===== config.mk =====
export PLATFORM = sky130hd
export DESIGN_NAME = reorder_buffer
export DESIGN_NICKNAME = d
export VERILOG_FILES = /design/src/rtl/ooo_pkg.sv /design/src/rtl/reorder_buffer.sv
export SDC_FILE = /design/constraint.sdc
export NUM_CORES = 1
export LEC_CHECK = 0
export CAP_MARGIN = 40
export CORE_UTILIZATION = 35
export CTS_BUF_LIST = sky130_fd_sc_hd__clkbuf_8
export DETAILED_ROUTE_END_ITERATION = 10
export MAX_ROUTING_LAYER = met4
export PLACE_DENSITY_LB_ADDON = 0.15
export SKIP_LAST_GASP = 1
export SYNTH_ARGS = -nofsm -noshare
export SYNTH_HDL_FRONTEND = slang
export SYNTH_SLANG_ARGS = --single-unit

===== constraint.sdc =====
create_clock -name clk -period 8.2 [get_ports clk]
set_input_delay 1.64 -clock clk [delete_from_list [all_inputs] [get_ports clk]]
set_output_delay 1.64 -clock clk [all_outputs]
set_load 0.05 [all_outputs]

===== src/rtl/ooo_pkg.sv =====
// Shared out-of-order core definitions: tag widths and the ROB entry layout.
package ooo_pkg;

   localparam int PREG_WIDTH = 7;
   localparam int ROB_WIDTH  = 4;
   localparam int DEPTH      = 2 ** ROB_WIDTH;

   // One reorder-buffer slot: bookkeeping bits plus the rename mappings.
   typedef struct packed {
      logic                  valid;
      logic                  done;
      logic                  has_dest;
      logic                  is_branch;
      logic [PREG_WIDTH-1:0] prd;
      logic [PREG_WIDTH-1:0] old_prd;
   } rob_entry_t;

endpackage : ooo_pkg


===== src/rtl/reorder_buffer.sv =====
// In-order retirement buffer: allocates at tail on dispatch, marks entries done
// on writeback, retires the head once done and squashes everything younger than
// a mispredicted branch.
module reorder_buffer #(
   parameter int PREG_WIDTH = ooo_pkg::PREG_WIDTH,
   parameter int ROB_WIDTH  = ooo_pkg::ROB_WIDTH
) (
   input  logic                  clk,
   input  logic                  reset,
   input  logic                  dispatch_valid,
   input  logic [ROB_WIDTH-1:0]  dispatch_rob_tag,
   input  logic [PREG_WIDTH-1:0] dispatch_prd,
   input  logic [PREG_WIDTH-1:0] dispatch_old_prd,
   input  logic                  dispatch_has_dest,
   input  logic                  dispatch_is_branch,
   input  logic                  wb_valid,
   input  logic [ROB_WIDTH-1:0]  wb_rob_tag,
   input  logic                  wb_mispredict,
   output logic                  rob_full,
   output logic                  rob_empty,
   output logic                  commit_en,
   output logic [PREG_WIDTH-1:0] commit_old_preg,
   output logic                  retire_valid,
   output logic [ROB_WIDTH-1:0]  retire_rob_tag,
   output logic                  branch_mispredict,
   output logic                  rob_tag_err
);

   import ooo_pkg::*;

   localparam int DEPTH = 2 ** ROB_WIDTH;
   localparam int CNT_W = ROB_WIDTH + 1;

   rob_entry_t           entries   [DEPTH];
   rob_entry_t           entries_n [DEPTH];
   logic [ROB_WIDTH-1:0] head, head_n;
   logic [ROB_WIDTH-1:0] tail, tail_n;
   logic [CNT_W-1:0]     count, count_n;
   logic                 tag_err_n;

   rob_entry_t           head_entry;
   logic                 wb_hit;
   logic                 flush;
   logic                 do_retire;
   logic                 accept;
   logic [ROB_WIDTH-1:0] flush_span;
   logic [ROB_WIDTH-1:0] slot_off;

   // Occupancy flags straight from the entry count.
   assign rob_full  = (count == CNT_W'(DEPTH));
   assign rob_empty = (count == '0);

   // Event decode: every decision looks at pre-edge state only.
   assign head_entry = entries[head];
   assign do_retire  = head_entry.valid && head_entry.done;
   assign wb_hit     = wb_valid && entries[wb_rob_tag].valid;
   assign flush      = wb_hit && wb_mispredict && entries[wb_rob_tag].is_branch;
   // A dispatch that arrives with a flush is younger than the branch: drop it.
   assign accept     = dispatch_valid && !rob_full && !flush;
   assign flush_span = wb_rob_tag - head;

   // Next-state for the entry array, pointers, count and sticky tag error.
   always_comb begin
      // NOTE: every variable gets a default before any branch so no path
      // leaves it unassigned, which would otherwise infer a latch.
      entries_n = entries;
      head_n    = head;
      tail_n    = tail;
      count_n   = count;
      tag_err_n = rob_tag_err;
      slot_off  = '0;

      if (wb_hit) begin
         entries_n[wb_rob_tag].done = 1'b1;
      end

      // Squash entries younger than the branch, measured as distance from head.
      if (flush) begin
         for (int i = 0; i < DEPTH; i++) begin
            slot_off = ROB_WIDTH'(i) - head;
            if (slot_off > flush_span) begin
               entries_n[i].valid = 1'b0;
               entries_n[i].done  = 1'b0;
            end
         end
         tail_n = wb_rob_tag + 1'b1;
      end

      if (accept) begin
         entries_n[tail] = '{valid:     1'b1,
                             done:      1'b0,
                             has_dest:  dispatch_has_dest,
                             is_branch: dispatch_is_branch,
                             prd:       dispatch_prd,
                             old_prd:   dispatch_old_prd};
         tail_n = tail + 1'b1;
         if (dispatch_rob_tag != tail) begin
            tag_err_n = 1'b1;
         end
      end

      if (do_retire) begin
         entries_n[head].valid = 1'b0;
         entries_n[head].done  = 1'b0;
         head_n = head + 1'b1;
      end

      // After a flush the buffer holds head..T; a full wrap yields DEPTH.
      if (flush) begin
         count_n = {1'b0, flush_span} + CNT_W'(1) - CNT_W'(do_retire);
      end else begin
         count_n = count + CNT_W'(accept) - CNT_W'(do_retire);
      end
   end

   // Entry array, pointers and count registers.
   always_ff @(posedge clk or negedge reset) begin
      if (!reset) begin
         // NOTE: the whole array is cleared, not just valid/done, so the entry
         // struct stays a single reset-domain register with no X payload.
         entries     <= '{default: '0};
         head        <= '0;
         tail        <= '0;
         count       <= '0;
         rob_tag_err <= 1'b0;
      end else begin
         // NOTE: sequential state uses non-blocking assignment so every
         // register samples the pre-edge values computed above.
         entries     <= entries_n;
         head        <= head_n;
         tail        <= tail_n;
         count       <= count_n;
         rob_tag_err <= tag_err_n;
      end
   end

   // Registered retire, commit and flush outputs, valid the cycle after the edge.
   always_ff @(posedge clk or negedge reset) begin
      if (!reset) begin
         retire_valid      <= 1'b0;
         retire_rob_tag    <= '0;
         commit_en         <= 1'b0;
         commit_old_preg   <= '0;
         branch_mispredict <= 1'b0;
      end else begin
         retire_valid      <= do_retire;
         retire_rob_tag    <= do_retire ? head : '0;
         commit_en         <= do_retire && head_entry.has_dest;
         commit_old_preg   <= (do_retire && head_entry.has_dest) ? head_entry.old_prd : '0;
         branch_mispredict <= flush;
      end
   end

endmodule : reorder_buffer


# --- After elaboration in Yosys (flattened, before gate mapping) ---
# Index checks and enable logic that the tools add are counted.
word_totals:
  reg_bits: 316
  inputBits: 29
  wordCells: 229
op_classes:
  add_sub_neg: 24
  n_lt_le_gt_ge: 22
  n_eq_ne: 2
  mux: 58
  bitwise_logic: 3
  reduce_logical: 15
op_table:
  columns: ["operator", "count"]
  rows:
  - ["bitwise mux 288 bit", 4]
  - ["two-way mux 288 bit", 3]
  - ["demux 18 bit (select 4 bit)", 4]
  - ["binary-select mux 18 bit (select 4 bit)", 2]
  - ["two-way mux 18 bit", 6]
  - ["greater-than comparator 4 bit", 16]
  - ["two-way mux 2 bit", 32]
  - ["two-way mux 17 bit", 2]
  - ["subtractor 4 bit, first input constant", 8]
  - ["subtractor 3 x 4 -> 4 bit, first input constant", 4]
  - ["greater-or-equal comparator 5 bit, second input constant", 3]
  - ["less-than comparator 5 x 1 -> 1 bit, second input constant", 3]
  - ["inverter 4 -> 5 bit", 3]
  - ["adder 4 x 1 -> 4 bit, second input constant", 3]
  - ["two-way mux 4 bit", 3]
  - ["logical AND 1 bit", 10]
  - ["subtractor 5 x 1 -> 5 bit", 2]
  - ["subtractor 1 x 4 -> 4 bit, first input constant", 2]
  - ["subtractor 2 x 4 -> 4 bit, first input constant", 2]
  - ["two-way mux 7 bit", 1]
  - ["adder 4 x 1 -> 5 bit, second input constant", 1]
  - ["adder 5 x 1 -> 5 bit", 1]
  - ["== test 5 bit, second input constant", 1]
  - ["logical NOT 5 bit", 1]
  - ["6 further kinds", 7]

# --- Depth between registers and ports, before layout ---
depth:
  ltp_word: 14
  depth_mapped: 19
  ltp_nobuf: 16

# --- Worst setup path after synthesis ---
# No wires, ideal clock.
synth_path:
  path_kind: "in2reg"
  start: "input wb_rob_tag[0]"
  end: "register entries[143] (netlist bit)"
  arrival_ns: 4.608
  required_time_ns: 8.065
  setup_slack_ns: 3.457
  stages: 13
  n_path_buf: 2
  path_cell_list: "buf_4 -> buf_6 -> inv_1 -> ha_1 -> inv_1 -> fa_1 -> xnor2_1 -> ha_1 -> and3_1 -> a21oi_1 -> or3b_2 -> a31oi_1 -> o22ai_1"
synth_rtl:
  columns: ["item", "line", "text"]
  rows:
  - ["start, declared", "reorder_buffer.sv:17", "input logic [ROB_WIDTH-1:0] wb_rob_tag,"]
  - ["end signal, assigned", "reorder_buffer.sv:129", "entries <= entries_n;"]
  - ["end, declared", "reorder_buffer.sv:34", "rob_entry_t entries [DEPTH];"]

==> flow_summary.json <==
{
  "outcome": "completed",
  "via_count_of_the_first_global_routing_pass": 7750,
  "iteration_0_drc_markers": 500,
  "yosys.area.top_type": "sky130_fd_sc_hd__dfrtp_1",
  "layout-drive-gt1-share": 0.2210,
  "synth_top_area_share": 0.4556,
  "synthesis.yosys.warnings": 0,
  "drt-wirelength-per-cell_um": 21.73,
  "synth_seq_cells": 204,
  "setup_tns_ns": 0,
  "asyncSetResetFlopFracSynth": 1.000,
  "regToRegEndpoint": "entries[88]",
  "power_leakage_nw": 5.560,
  "ctsHtreeMaxLevel": 2,
  "global_route.peak_usage_layer": "met2",
  "fillers": 3018,
  "insertedDiodeCount": 0,
  "drt_first_pass_iters": 4,
  "power.sequential.fraction": 0.325,
  "grt.met1_usage": 0.2598,
  "floorplan.rows": 65,
  "floorplan.die.width_um": 180.9,
  "synth.distinct_cells": 60,
  "critPathMaxFanout": 72,
  "wire_length_of_the_first_global_routing_pass_um": 47090,
  "dieHeight_um": 180.9,
  "critical_path_cell_with_the_highest_stage_delay": "sky130_fd_sc_hd__clkdlybuf4s50_1",
  "synthesis.nets": 996,
  "slew-limit-headroom": 0.4289,
  "critical_path.reg2reg.startpoint": "head[2]",
  "drt-vias-per-instance": 5.470,
  "grt_antenna_before_repair": 1,
  "core-area_um2": 31560,
  "hold_path_startpoint": "rob_tag_err",
  "cts_hold_repair.buffers": 0,
  "design.die.area_um2": 32740,
  "criticalPathCategory": "in -> reg",
  "fin_worst_skew_ns": 0.01581,
  "num_vias": 7521,
  "cts_tree": "yes",
  "cts_resized": 0,
  "r2r_slack_ns": 3.44,
  "mostFrequentLayoutCell": "sky130_fd_sc_hd__dfrtp_1",
  "tightestPinTransition_ns": 0.8567,
  "synth_area_leaders": "sky130_fd_sc_hd__dfrtp_1 (46%), sky130_fd_sc_hd__mux4_2 (9.0%), sky130_fd_sc_hd__mux2_2 (8.3%)",
  "setup_viol": 0,
  "holdCritPathClass": "reg -> reg",
  "worst-endpoint-required_ns": 8.62,
  "postRouteAntennaNets": 0,
  "clkSlewWorstSetupHoldPaths_ns": 0.06,
  "maxCapViolCount": 0,
  "global_routing_usage_on_met2": 0.3121,
  "p_int_mw": 3.237,
  "grt_start_max_net_pins": 75,
  "sequential_to_total_area_share_from_yosys_stat": 0.4556,
  "power_density_nw_per_um2": 414.8,
  "clock_tree.buffer_depth": 3,
  "switchingPower_mw": 2.052,
  "setup_crit_end_kind": "flip-flop",
  "vdd.ir_drop.worst_uv": 126.3,
  "critical_path.startpoint": "wb_rob_tag[1]",
  "cts_setup_buffers": 0,
  "post_synth_instance_area_um2": 11210,
  "globalRouteMet3Util": 0.02903,
  "final.min_clock_period_ns": 5.428,
  "io-pin-count": 46,
  "final_cell_mix": "sky130_fd_sc_hd__dfrtp_1 (202), sky130_fd_sc_hd__mux2_2 (83), sky130_fd_sc_hd__mux2_1 (68)",
  "start_util": 0.3551,
  "p_total_mw": 5.289,
  "grt_overflow_total": 0,
  "clock_sinks": 204,
  "setup_repair_after_global_routing_missed_its_margin": "no",
  "fin_util": 0.4040,
  "final-max-slew-violation-count": 0,
  "clk-insertion-delay-late_ns": 0.54,
  "detailedPlacementHpwl_um": 19550,
  "gp_routability_congestion": 0.8012,
  "routed_wire_length_um": 29880,
  "power.clock.fraction": 0.185,
  "clk_root_buffer_cell": "sky130_fd_sc_hd__clkbuf_8",
  "detailed_route_drc_error_count": 0,
  "syn-instance-count": 915,
  "area_growth_synth_to_finish_pct": 13.77,
  "peak_freq_ghz": 0.1842,
  "timing.critical_path.from_type": "input port",
  "timing.reg2reg.worst_path_depth": 15,
  "postPlaceCellArea_um2": 12010,
  "ys.flop_type": "sky130_fd_sc_hd__dfrtp_1",
  "netSwitchingFraction": 0.3879,
  "track_usage": 0.1949,
  "power_frac_comb": 0.490,
  "synth_enable_flop_cells": 0,
  "port-buffer-count": 38,
  "hold_viol_final": 0,
  "cts_inserted_buffers": 39,
  "timing.critical_path.arrival_ns": 5.85,
  "crit_chain": "clkdlybuf4s50_1, nor2b_1, a22oi_1, and3_1, o211ai_4, buf_4, and4_1, mux2_2",
  "final_net_count": 1033,
  "syn_area_per_cell_um2": 12.25,
  "design_area_um2": 12750,
  "crit_path_max_incr_delay_ns": 0.99,
  "timing.final.crit_share": 0.6620
}
[critical path: cells and delay by family]
kind	cells	cell delay, ns
buf+inv	2	1.57
simple gates	3	1.72
compound gates	2	0.45
mux	1	0.41
[cell families after synthesis]
group | count (synthesis) | synth area share
compound gates | 115 | 0.06387
xor+xnor | 26 | 0.02032
fa+ha+maj | 53 | 0.06029
buf+inv | 99 | 0.04310
flops | 204 | 0.4556
mux | 207 | 0.2520
simple gates | 211 | 0.1048
[synth_stat cells, drive strengths merged (4+ instances only)]
library cell / n
nor4: 12
o21ai: 33
nor2: 37
a21oi: 38
and2: 8
ha: 50
nand4: 10
a21o: 4
nor2b: 18
mux4: 45
nor3: 5
dfrtp: 204
and4: 11
nand2: 45
mux2i: 11
a32o: 4
and3: 31
or2: 5
nand3: 19
clkbuf: 21
xor2: 9
buf: 40
mux2: 151
xnor2: 17
nor4b: 4
inv: 37
o22ai: 8
[per-stage QoR]
step	hold slack (ns)	instances	worst slack, ns
2_1_floorplan	0.4495	915	3.457
3_3_place_gp	0.4429	1304	1.960
3_5_place_dp	0.4479	1313	2.246
4_1_cts	0.4618	1375	2.812
5_1_grt	0.4911	1375	2.563
6_report	0.4609	1375	2.772
[how the worst min path moves through the flow]
| stage | cells after the start | slack (ns) | to |
|---|---|---|---|
| 2_1_floorplan | 1 | 0.45 | flip-flop |
| 3_3_place_gp | 1 | 0.44 | rob_tag_err |
| 3_5_place_dp | 1 | 0.45 | rob_tag_err |
| 4_1_cts | 1 | 0.46 | rob_tag_err |
| 5_1_grt | 1 | 0.49 | flip-flop |
| 6_report | 1 | 0.46 | rob_tag_err |
[power groups by stage]
| stage | logic (mW) | registers, mW | clock network (mW) |
|---|---|---|---|
| after detailed placement | 2.60 | 1.74 | 0 |
| after CTS | 2.61 | 1.72 | 1.01 |
| after floorplan | 1.93 | 1.68 | 0 |
| after global routing | 2.88 | 1.79 | 1.06 |
| final | 2.59 | 1.72 | 0.976 |
| after global placement | 2.54 | 1.73 | 0 |
[layer usage]
metal  up-vias  part of all wire
li1       3424                 -
met1      3870              0.46
met2       190              0.48
met3        37             0.046
met4         0             0.014
met5         -                 0
[final cells by class]
class,instances,area [µm²],area share
Clock buffer,43,591.8,0.04642
Clock inverter,19,143.9,0.01129
Inverter,38,142.6,0.01119
Multi-Input combinational cell,612,5618,0.4407
Sequential cell,204,5107,0.4006
Tap cell,402,503.0,0.03945
Timing Repair Buffer,57,641.9,0.05035
Note: power is estimated with default switching activity, not from simulation.
